**src/rtl/stream_demux_1_2.sv**
```systemverilog
// 1-to-2 stream demultiplexer with a 2-entry skid FIFO and packet-safe, guarded destination switching.
// Optional build macro DEMUX_STALL_CNT_EN adds an 8-bit saturating upstream stall counter (STALL_CNT).
module stream_demux_1_2 #(
  parameter int unsigned DATA_W    = 16,
  parameter int unsigned GUARD_CYC = 2
) (
  input  logic              CLK,
  input  logic              RESETN,
  input  logic              SEL_REQ,
  input  logic [DATA_W-1:0] IN_DATA,
  input  logic              IN_VALID,
  input  logic              IN_LAST,
  output logic              IN_READY,
  output logic [DATA_W-1:0] Y0_DATA,
  output logic              Y0_VALID,
  output logic              Y0_LAST,
  input  logic              Y0_READY,
  output logic [DATA_W-1:0] Y1_DATA,
  output logic              Y1_VALID,
  output logic              Y1_LAST,
  input  logic              Y1_READY,
  output logic              SEL_CUR,
  output logic              SWITCH_PEND
`ifdef DEMUX_STALL_CNT_EN
  ,
  output logic [7:0]        STALL_CNT
`endif
);

  typedef enum logic [1:0] {
    ROUTE = 2'd0,
    DRAIN = 2'd1,
    GUARD = 2'd2
  } state_t;

  localparam logic [3:0] GUARD_INIT = 4'(GUARD_CYC);

  state_t            state_q, state_d;
  logic [3:0]        guard_q, guard_d;
  logic              sel_cur_q, sel_cur_d;
  logic              pkt_open_q;
  logic              run_q;
  logic              switch_pend_q;

  logic [DATA_W-1:0] mem_data [2];
  logic              mem_last [2];
  logic              wr_ptr_q, rd_ptr_q;
  logic [1:0]        count_q;

  logic              fifo_full, fifo_empty, sel_diff;
  logic              arm, in_ready, head_valid, push, pop;

  assign fifo_full  = (count_q == 2'd2);
  assign fifo_empty = (count_q == 2'd0);
  assign sel_diff   = (SEL_REQ != sel_cur_q);

  always_comb begin
    state_d   = state_q;
    guard_d   = guard_q;
    sel_cur_d = sel_cur_q;
    arm       = 1'b0;
    in_ready  = 1'b0;
    case (state_q)
      ROUTE: begin
        // An open packet holds off the switch until its LAST beat is taken.
        arm      = sel_diff && !pkt_open_q;
        in_ready = run_q && !fifo_full && !arm;
        if (arm) state_d = DRAIN;
      end
      DRAIN: begin
        if (fifo_empty) begin
          guard_d = GUARD_INIT;
          state_d = GUARD;
        end
      end
      GUARD: begin
        if (guard_q <= 4'd1) begin
          guard_d   = '0;
          sel_cur_d = SEL_REQ;
          state_d   = ROUTE;
        end else begin
          guard_d = guard_q - 4'd1;
        end
      end
      default: state_d = ROUTE;
    endcase
  end

  assign head_valid = !fifo_empty && (state_q != GUARD);
  assign push       = IN_VALID && in_ready;
  assign pop        = head_valid && (sel_cur_q ? Y1_READY : Y0_READY);

  always_ff @(posedge CLK) begin
    if (!RESETN) begin
      state_q       <= ROUTE;
      guard_q       <= '0;
      sel_cur_q     <= 1'b0;
      pkt_open_q    <= 1'b0;
      run_q         <= 1'b0;
      switch_pend_q <= 1'b0;
      wr_ptr_q      <= 1'b0;
      rd_ptr_q      <= 1'b0;
      count_q       <= '0;
      for (int unsigned i = 0; i < 2; i++) begin
        mem_data[i] <= '0;
        mem_last[i] <= 1'b0;
      end
    end else begin
      state_q       <= state_d;
      guard_q       <= guard_d;
      sel_cur_q     <= sel_cur_d;
      run_q         <= 1'b1;
      switch_pend_q <= sel_diff || (state_q != ROUTE);
      if (push) begin
        mem_data[wr_ptr_q] <= IN_DATA;
        mem_last[wr_ptr_q] <= IN_LAST;
        wr_ptr_q           <= ~wr_ptr_q;
        pkt_open_q         <= !IN_LAST;
      end
      if (pop) rd_ptr_q <= ~rd_ptr_q;
      case ({push, pop})
        2'b10:   count_q <= count_q + 2'd1;
        2'b01:   count_q <= count_q - 2'd1;
        default: count_q <= count_q;
      endcase
    end
  end

`ifdef DEMUX_STALL_CNT_EN
  logic [7:0] stall_q;

  always_ff @(posedge CLK) begin
    if (!RESETN) begin
      stall_q <= '0;
    end else if (IN_VALID && !in_ready && (stall_q != 8'hFF)) begin
      stall_q <= stall_q + 8'd1;
    end
  end

  assign STALL_CNT = stall_q;
`endif

  assign IN_READY    = in_ready;
  assign Y0_DATA     = mem_data[rd_ptr_q];
  assign Y1_DATA     = mem_data[rd_ptr_q];
  assign Y0_LAST     = mem_last[rd_ptr_q];
  assign Y1_LAST     = mem_last[rd_ptr_q];
  assign Y0_VALID    = head_valid && !sel_cur_q;
  assign Y1_VALID    = head_valid && sel_cur_q;
  assign SEL_CUR     = sel_cur_q;
  assign SWITCH_PEND = switch_pend_q;

endmodule

```
**config.mk**
```make
export PLATFORM = sky130hd
export DESIGN_NAME = stream_demux_1_2
export DESIGN_NICKNAME = d
export VERILOG_FILES = /design/src/rtl/stream_demux_1_2.sv
export SDC_FILE = /design/constraint.sdc
export NUM_CORES = 1
export LEC_CHECK = 0
export ABC_CLOCK_PERIOD_IN_PS = 2600
export BUFFER_PORTS_ARGS = -buffer_cell sky130_fd_sc_hd__buf_4
export CORE_MARGIN = 2
export CORE_UTILIZATION = 40
export CTS_CLUSTER_DIAMETER = 120
export DETAILED_ROUTE_END_ITERATION = 8
export PLACE_DENSITY = 0.72
export SKIP_LAST_GASP = 1
export SLEW_MARGIN = 20
export SYNTH_ARGS = -nofsm -noshare
export SYNTH_HDL_FRONTEND = slang
export SYNTH_SLANG_ARGS = --single-unit
```
**constraint.sdc**
```tcl
create_clock -name CLK -period 2.6 [get_ports CLK]
set_input_delay 0.13 -clock CLK [delete_from_list [all_inputs] [get_ports CLK]]
set_output_delay 0.13 -clock CLK [all_outputs]
set_load 0.02 [all_outputs]
```
# Word level (Yosys, flattened, before mapping)
# Memory sizes are Yosys's and may differ from the RTL's. A register that Yosys moved wholly into a read port is not among the register bits.
# Index checks and enable logic that the tools add are counted.
# W data, S select, Z words.
totals:
  memories: 2
  in_bits: 23
  reg_bits: 14
  word_cells: 77
  mem_bits_rw: 34
classes:
  n_lt_le_gt_ge: 1
  mux: 25
  addsub: 3
  n_bitwise: 2
  n_reduce_logical: 25
  n_eq_ne: 10
mem_list:
  columns: ["name", "depth", "width", "read_ports", "rd_clocked_by_memory_dff", "wr", "line", "rtl"]
  rows:
  - ["mem_data", 2, 16, 1, 1, 2, "45", "logic [DATA_W-1:0] mem_data [2];"]
  - ["mem_last", 2, 1, 1, 1, 2, "46", "logic mem_last [2];"]
op_table:
  columns: ["cell", "n"]
  rows:
  - ["$mux W1", 16]
  - ["$mux W16", 1]
  - ["$reduce_or A16 Y1", 1]
  - ["$logic_and A1 B1 Y1", 8]
  - ["$mux W4", 2]
  - ["$ne A2 B2 Y1 const B", 4]
  - ["$pmux W4 S2", 1]
  - ["$eq A2 B2 Y1 const B", 3]
  - ["$logic_not A1 Y1", 6]
  - ["$mux W2", 3]
  - ["$pmux W2 S3", 1]
  - ["$reduce_bool A2 Y1", 3]
  - ["$eq A2 B1 Y1 const B", 2]
  - ["$le A4 B1 Y1 const B", 1]
  - ["$logic_not A2 Y1", 2]
  - ["$pmux W2 S2", 1]
  - ["$reduce_and A2 Y1", 2]
  - ["$sub A4 B1 Y4 const B", 1]
  - ["$reduce_and A3 Y1", 1]
  - ["$add A2 B1 Y2 const B", 1]
  - ["$not A1 Y1", 2]
  - ["$sub A2 B1 Y2 const B", 1]
  - ["$logic_or A1 B1 Y1", 1]
  - ["$ne A1 B1 Y1", 1]
  - ["$reduce_or A1 Y1", 1]

# Depth between registers and ports, before layout
# Gate-level depths: netlist of the first run.
logic_depth:
  word_depth: 11
  mapped_depth: 7
  ltp_nobuf: 6

# Least setup slack after synthesis of the first run
# Ideal clock, no wire load.
synth_path:
  kind: "reg2reg"
  from: "reg sel_cur_q (netlist: SEL_CUR)"
  to: "mem mem_data[1][0], enable pin"
  path_stages_with_launch: 6
  setup_time_ps: 372
  arrival_ps: 2325
  required_ps: 2228
  synth_period_minus_slack_ps: 2697
  slack_ps: -97
  path_cell_list: "dfxtp_1 xor2_1 a2111oi_2 nand3_2 clkbuf_1 nand2_1"
synth_lines:
  columns: ["item", "line", "rtl"]
  rows:
  - ["start: declaration", "40", "logic sel_cur_q, sel_cur_d;"]
  - ["start signal: assignment", "111", "sel_cur_q <= sel_cur_d;"]
  - ["end: declaration", "45", null]

# Worst setup path in the final report of the first run
layout_path:
  from: "reg state_q[0]"
  to: "reg count_q[1]"
layout_via:
  elab_chain_len: 5
  word_cells_on_any_way: 10
layout_rtl:
  columns: ["item", "line", "rtl"]
  rows:
  - ["start: declaration", "38", "state_t state_q, state_d;"]
  - ["start signal: assignment", "109", "state_q <= state_d;"]
  - ["$ne A2 B2 Y1 or $logic_not A2 Y1 (tied branches)", null, null]
  - ["$logic_and A1 B1 Y1 or $mux W1 (tied branches)", "89, 63", null]
  - ["$logic_and A1 B1 Y1, on equally long branches", "91, 90", null]
  - ["$eq A2 B1 Y1 or $eq A2 B2 Y1 (tied branches)", "121", "case ({push, pop})"]
  - ["$pmux W2 S2 or $reduce_bool A2 Y1 (tied branches)", null, null]
  - ["end signal: assignment", "122", "2'b10: count_q <= count_q + 2'd1;"]
  - ["end signal: assignment", "123", "2'b01: count_q <= count_q - 2'd1;"]
  - ["end signal: assignment", "124", "default: count_q <= count_q;"]
  - ["end: declaration", "48", "logic [1:0] count_q;"]
# Parallel ways exist; a longest one is shown, timed or not.
# A chain may end at the register's enable or synchronous reset.

==> results of run 1 <==
==> per-stage QoR <==
step	setup WS [ns]	instances
finish	0.483	331
global route	0.389	331
CTS	0.471	331
detailed placement	0.491	323
global placement	0.546	323
floorplan	0.0992	212
==> state kept, by name (all words and copies together), names as in the netlist, named ones only <==
name	cells
guard_q	4
wr_ptr_q	1
mem_data	32
run_q	1
SEL_CUR	1
mem_last	2
SWITCH_PEND	1
pkt_open_q	1
state_q	2
count_q	2
rd_ptr_q	1
==> kinds of logic (layout without fill, tap and decap cells) <==
family	count (synthesis)	count (layout)
compound gates	17	17
xor+xnor	4	4
fa+ha+maj	3	3
buf+inv	32	79
flops	49	49
mux	21	21
simple gates	86	86
==> power breakdown <==
part / switching, mW / total (mW) / leakage, nW / internal, mW
clock: 0.248 / 0.532 / 0.0518 / 0.283
sequential: 0.0946 / 1.02 / 0.471 / 0.928
combinational: 0.486 / 0.896 / 0.631 / 0.410
==> metal layers <==
| metal | up-vias | part of all wire | GRT usage |
|---|---|---|---|
| met5 | - | 0 | 0 |
| met4 | 0 | 0.0092 | 0.0534 |
| met3 | 4 | 0.063 | 0.0396 |
| met2 | 47 | 0.50 | 0.254 |
| met1 | 759 | 0.42 | 0.157 |
| li1 | 796 | - | - |
==> how the worst max path moves through the flow <==
stage                             from                            to  cells past startpoint  slack (ns)
5_1_grt        state_q[0]$_SDFFE_PN0P_       count_q[1]$_SDFFE_PN0P_                      5        0.39
3_5_place_dp   state_q[0]$_SDFFE_PN0P_       count_q[1]$_SDFFE_PN0P_                      5        0.49
2_1_floorplan     SEL_CUR$_SDFFE_PN0P_  mem_data[1][0]$_SDFFCE_PN0P_                      5         0.1
3_3_place_gp   state_q[0]$_SDFFE_PN0P_       count_q[1]$_SDFFE_PN0P_                      5        0.55
6_report       state_q[0]$_SDFFE_PN0P_       count_q[1]$_SDFFE_PN0P_                      5        0.48
4_1_cts        state_q[0]$_SDFFE_PN0P_       count_q[1]$_SDFFE_PN0P_                      5        0.47
==> worst max-delay path: stages (launching register included) <==
cell and delay, ns:
dfxtp_1 0.35, or3b_1 0.38, a2111o_1 0.45, ha_1 0.36
or3_1 0.38, a21oi_1 0.14
==> cell usage after synthesis <==
cell type,number
nor2_1,45
edfxtp_1,32
nand2_1,24
buf_4,17
dfxtp_1,17
mux2_2,17
a21oi_1,8
clkbuf_1,6
inv_1,6
mux2i_1,4
nor3_1,4
ha_1,3
o21ai_0,3
buf_6,2
nor4_1,2
o31a_1,2
xnor2_1,2
xor2_1,2
a2111o_1,1
a2111oi_0,1
a2111oi_2,1
a211oi_1,1
and2b_1,1
buf_1,1
nand2b_1,1
nand3_2,1
nand4b_1,1
nor2b_1,1
nor3b_1,1
nor4b_1,1
or2_1,1
or2_2,1
or3_1,1
or3b_1,1
==> cell type report <==
class | count | area [um^2]
well taps | 72 | 90.1
fillers | 512 | 2690
clock inverters | 3 | 41.3
multi-input cells | 131 | 806
clock buffers | 5 | 68.8
repair buffers | 65 | 488
flip-flops and latches | 49 | 1300
inverters | 6 | 22.5
==> metrics.txt, run 1 <==
status=complete, no violations; antenna fix cells=0; Warnings, synthesis=0; RSZ-0062 raised after global routing=no; Netlist cell types=34; post-synthesis compound-gate area fraction=0.0502; Max Root-Sink Buffers=2; Routed Antenna Nets=0; R2R setup slack=0.48 ns; VDD IR-drop max=0.000444 V; Slew @ Worst Pin=0.817 ns; most common cell after layout, fill and taps aside=buf_4; area grow syn2layout=22.9%; Leak=1.15 nW; chip height=79.7 um; first-pass GRT wire length=6860 um; setup tns final=0 ns; post-CTS setup buffer count=0; fin crit period=2.12 ns; die area=0.00636 mm^2; Final Cell Area=0.00282 mm^2; GR Util All Layers=0.141; Critical Path End Type=flop; htree depth=2; synthesized cell area=0.00229 mm^2; max frequency=0.472 GHz; CTS Hold Bufs=0; reg-to-reg critical path endpoint=count_q[1]$_SDFFE_PN0P_; post-synthesis xor/xnor area fraction=0.0153; Routed WL=4250 um; Worst Path Required=2.83 ns; CTS tree=yes; I/O Buffers=61; post-route total power=2.45 mW; Post-Synthesis Cells=212; post-DP HPWL=2930 um; final setup vio count=0; initial antenna violation count=0; drt initial violations=62; Synth Area in Simple Gates=0.163; drt wl/cell=12.9 um; vias in the first global route=1561; Worst R2R Start=state_q[0]$_SDFFE_PN0P_; min-delay worst type=in2reg; synth top area cells=edfxtp_1 42%, dfxtp_1 15%, mux2_2 8.3%, nor2_1 7.4%, buf_4 5.6%; Yosys top cell area share=0.419; sequential-to-total area share from yosys stat=0.567; Post-Place Cell Area=0.00271 mm^2; Initial Utilization=0.416; gr ovfl total=0; Post-Synth Adder-Cell Area=0.0164; hold_ws=0.0957 ns; first-pass detailed-route iteration total=4; fin util=0.512; endpoints failing hold=0; max-slew violation count=0; Root Buffer Master=clkbuf_8; Seq cells post-synth=49; post-synth top area cell=edfxtp_1; gpl congestion=0.792; Final nets=284; Pwr Density=870 mW/mm^2; largest net degree at the start of global routing=25; Hold EP=SEL_CUR$_SDFFE_PN0P_; worst-skew pair later-pin latency=0.30 ns; Core ar.=0.00551 mm^2; kind of critical path=reg2reg; Die Wd=79.7 um; Top Ports=62; largest family of logic cells by synthesized area=simple AND/OR/NAND/NOR gates; syn avg cell area=10.8 um^2; Register-to-Register Path Depth=5; clk sinks=49; CP startpoint kind=flop; post-cts sizing count=0; detailed-route DRC error count=0; Worst Hold Launch=SEL_REQ; max_cap viols=0; multiplexer share of the synthesized area=0.101; Reg clk slew, reported paths=0.09 ns; final period utilization=0.814; total number of vias=1606; Rows=27; net count after synthesis=238; worst endpoint data arrival time=2.35 ns; Clock Skew=0.00697 ns; fraction of layout cells with a size suffix above 1=0.355; most frequent cells in the layout=65 x buf_4, 45 x nor2_1, 32 x edfxtp_1; Num CTS Buffers=5; Hold Path Depth=3; Rel. slew slack=0.448; vias per cell=4.85; Crit Path Max Fanout=6
Note: power is estimated with default switching activity, not from simulation.
==> run 2: changes to the inputs <==
--- a/config.mk
+++ b/config.mk
@@ -5,13 +5,14 @@
 export SDC_FILE = /design/constraint.sdc
 export NUM_CORES = 1
 export LEC_CHECK = 0
-export ABC_CLOCK_PERIOD_IN_PS = 2600
+export ABC_AREA = 1
+export ABC_CLOCK_PERIOD_IN_PS = 2170
 export BUFFER_PORTS_ARGS = -buffer_cell sky130_fd_sc_hd__buf_4
 export CORE_MARGIN = 2
 export CORE_UTILIZATION = 40
 export CTS_CLUSTER_DIAMETER = 120
 export DETAILED_ROUTE_END_ITERATION = 8
-export PLACE_DENSITY = 0.72
+export PLACE_DENSITY = 0.71
 export SKIP_LAST_GASP = 1
 export SLEW_MARGIN = 20
 export SYNTH_ARGS = -nofsm -noshare
==> constraint.sdc (replaced) <==
create_clock -name CLK -period 2.17 [get_ports CLK]
set_input_delay 0.1085 -clock CLK [delete_from_list [all_inputs] [get_ports CLK]]
set_output_delay 0.1085 -clock CLK [all_outputs]
set_load 0.02 [all_outputs]
==> metrics.txt, run 2 <==
most instantiated library cell after synthesis=inv_1; post-CTS setup buffer count=0; first-pass detailed-route iteration total=4; vias per cell=4.74; detailed-route DRC error count=0; setup tns final=0 ns; Synth Flop Type=edfxtp_1; GR Util All Layers=0.145; max_cap viols=0; die area=0.00656 mm^2; final period utilization=0.867; fraction of layout cells with a size suffix above 1=0.377; CTS Hold Bufs=0; post-DP HPWL=3380 um; Leak=1.34 nW; clk sinks=49; net count after synthesis=259; Crit Path Max Fanout=6; Core ar.=0.00582 mm^2; Max Root-Sink Buffers=2; status=complete, no violations; Final Instance Count excl. Fillers=359; Num CTS Buffers=5; worst-skew pair later-pin latency=0.30 ns; Routed WL=4450 um; post-cts sizing count=0; Biggest register=mem_data; Top Ports=62; first-pass GRT wire length=7150 um; CP cell instances=inv_1, nand2_1, nand3_1, nand2_1, nand3_1, ha_1, a21oi_1, o21ai_0, o21ai_0, a21oi_1; synthesized cell area=0.00237 mm^2; most common cell after layout, fill and taps aside=buf_4; Filler cells=560; Worst R2R Start=SEL_CUR$_SDFFE_PN0P_; CTS tree=yes; Routed Antenna Nets=0; syn avg cell area=10.2 um^2; gr ovfl total=0; Post-synth EDFFs=32; Critical Path End Type=flop; Worst Path Buf+Inv=1; Final nets=309; Die Wd=81.0 um; min-delay worst type=in2reg; Inst Count DP=351; Clock Skew=0.0105 ns; chip height=81.0 um; vias in the first global route=1608; Seq cells post-synth=49; drt initial violations=93; worst endpoint data arrival time=2.07 ns; final setup vio count=0; Initial Utilization=0.408; fin crit period=1.88 ns; Root Buffer Master=clkbuf_8; gpl congestion=0.830; Warnings, synthesis=0; RSZ-0062 raised after global routing=no; Worst path top cell family by delay=simple AND/OR/NAND/NOR gates; Netlist cell types=27; sequential-to-total area share from yosys stat=0.549; Worst Hold Launch=RESETN; largest net degree at the start of global routing=19; I/O Buffers=61; synth top area cells=edfxtp_1 41%, dfxtp_1 14%, mux2_2 8.1%, buf_4 5.4%, inv_1 5.4%; post-synth top area cell=edfxtp_1; Rel. slew slack=0.679; initial antenna violation count=0; drt wl/cell=12.4 um; crit path launch=SEL_CUR$_SDFFE_PN0P_; critical path's slowest cell=dfxtp_1; commonest cells in the netlist=34 x inv_1, 32 x edfxtp_1, 31 x nor2_1; Slew @ Worst Pin=0.477 ns; endpoints failing hold=0; max-slew violation count=0; area grow syn2layout=21.5%; kind of critical path=reg2reg; htree depth=2; total number of vias=1702; Reg clk slew, reported paths=0.09 ns; most frequent cells in the layout=65 x buf_4, 34 x inv_1, 32 x edfxtp_1; crit-path max cell delay=0.42 ns; CP startpoint kind=flop; antenna fix cells=0; Async SR Flop Fraction=0; Post-Synthesis Cells=233; Pwr Density=977 mW/mm^2; largest registers=mem_data (32), guard_q (4); Rows=28; max frequency=0.531 GHz; Yosys top cell area share=0.405; Worst Path Required=2.36 ns; VDD IR-drop max=0.000413 V; max reg flops=32
## run 2: cell count changes after synthesis, moves of 3 or more
cell | before | now
nor2_2 | 0 | 9
inv_1 | 6 | 34
nor2_1 | 45 | 31
nor3_1 | 4 | 1
mux2i_1 | 4 | 0
nand3_1 | 0 | 7
o21ai_0 | 3 | 9
a21oi_1 | 8 | 11
clkbuf_1 | 6 | 2
nand4_1 | 0 | 4
## run 2: power breakdown
group	leakage, nW	total, mW	switching, mW	internal [mW]
clock network	0.0445	0.539	0.310	0.229
logic	0.822	1.08	0.631	0.450
registers	0.471	1.19	0.0774	1.12
## run 2: per-layer routing
layer	global-route usage	routed length (um)
met5	0	0
met4	0.0576	68
met3	0.0333	242
met2	0.248	2310
met1	0.177	1830
## run 2: final timing paths
kind / cells past startpoint / slack, ns / end
hold / removal: 1 / 0.06 / run_q$_DFF_P_
setup / recovery: 10 / 0.29 / count_q[1]$_SDFFE_PN0P_
setup reg to reg: 10 / 0.29 / count_q[1]$_SDFFE_PN0P_
hold reg to reg: 1 / 0.47 / rd_ptr_q$_SDFFE_PN0P_
## run 2: stage by stage
stage                      util  power, mW  worst slack [ns]  instance area [um^2]  hold slack [ns]
after CTS                 0.495       2.84             0.291                  2880           0.0510
after detailed placement  0.480       2.30             0.332                  2790            0.370
final                     0.495       2.81             0.288                  2880           0.0577
after floorplan               -       1.99             0.276                  2370            0.136
after global routing      0.495       2.99            0.0181                  2880           0.0397
after global placement    0.480       2.28             0.288                  2790            0.364
## run 2: worst register-to-register path, cell delays in order, from the launching register on
cell and delay, ns:
dfxtp_1 0.42, inv_1 0.12, nand2_1 0.08, nand3_1 0.09
nand2_1 0.13, nand3_1 0.14, ha_1 0.35, a21oi_1 0.12
o21ai_0 0.11, o21ai_0 0.15, a21oi_1 0.05
## run 2: cell families (layout without fill, tap and decap cells)
group / after synthesis / in the layout / synth area share
simple gates: 82 / 82 / 0.167
buf+inv: 57 / 108 / 0.124
flops: 49 / 49 / 0.549
compound gates: 23 / 23 / 0.0565
mux: 17 / 17 / 0.0807
fa+ha+maj: 3 / 3 / 0.0158
xor+xnor: 2 / 2 / 0.00739
## run 2: final cells by class
cell class	count	area (um^2)	area share
flip-flops and latches	49	1300	0.452
clock inverters	3	21.3	0.00738
repair buffers	65	488	0.169
well taps	75	93.8	0.0326
clock buffers	5	68.8	0.0239
multi-input cells	127	776	0.269
inverters	35	131	0.0456
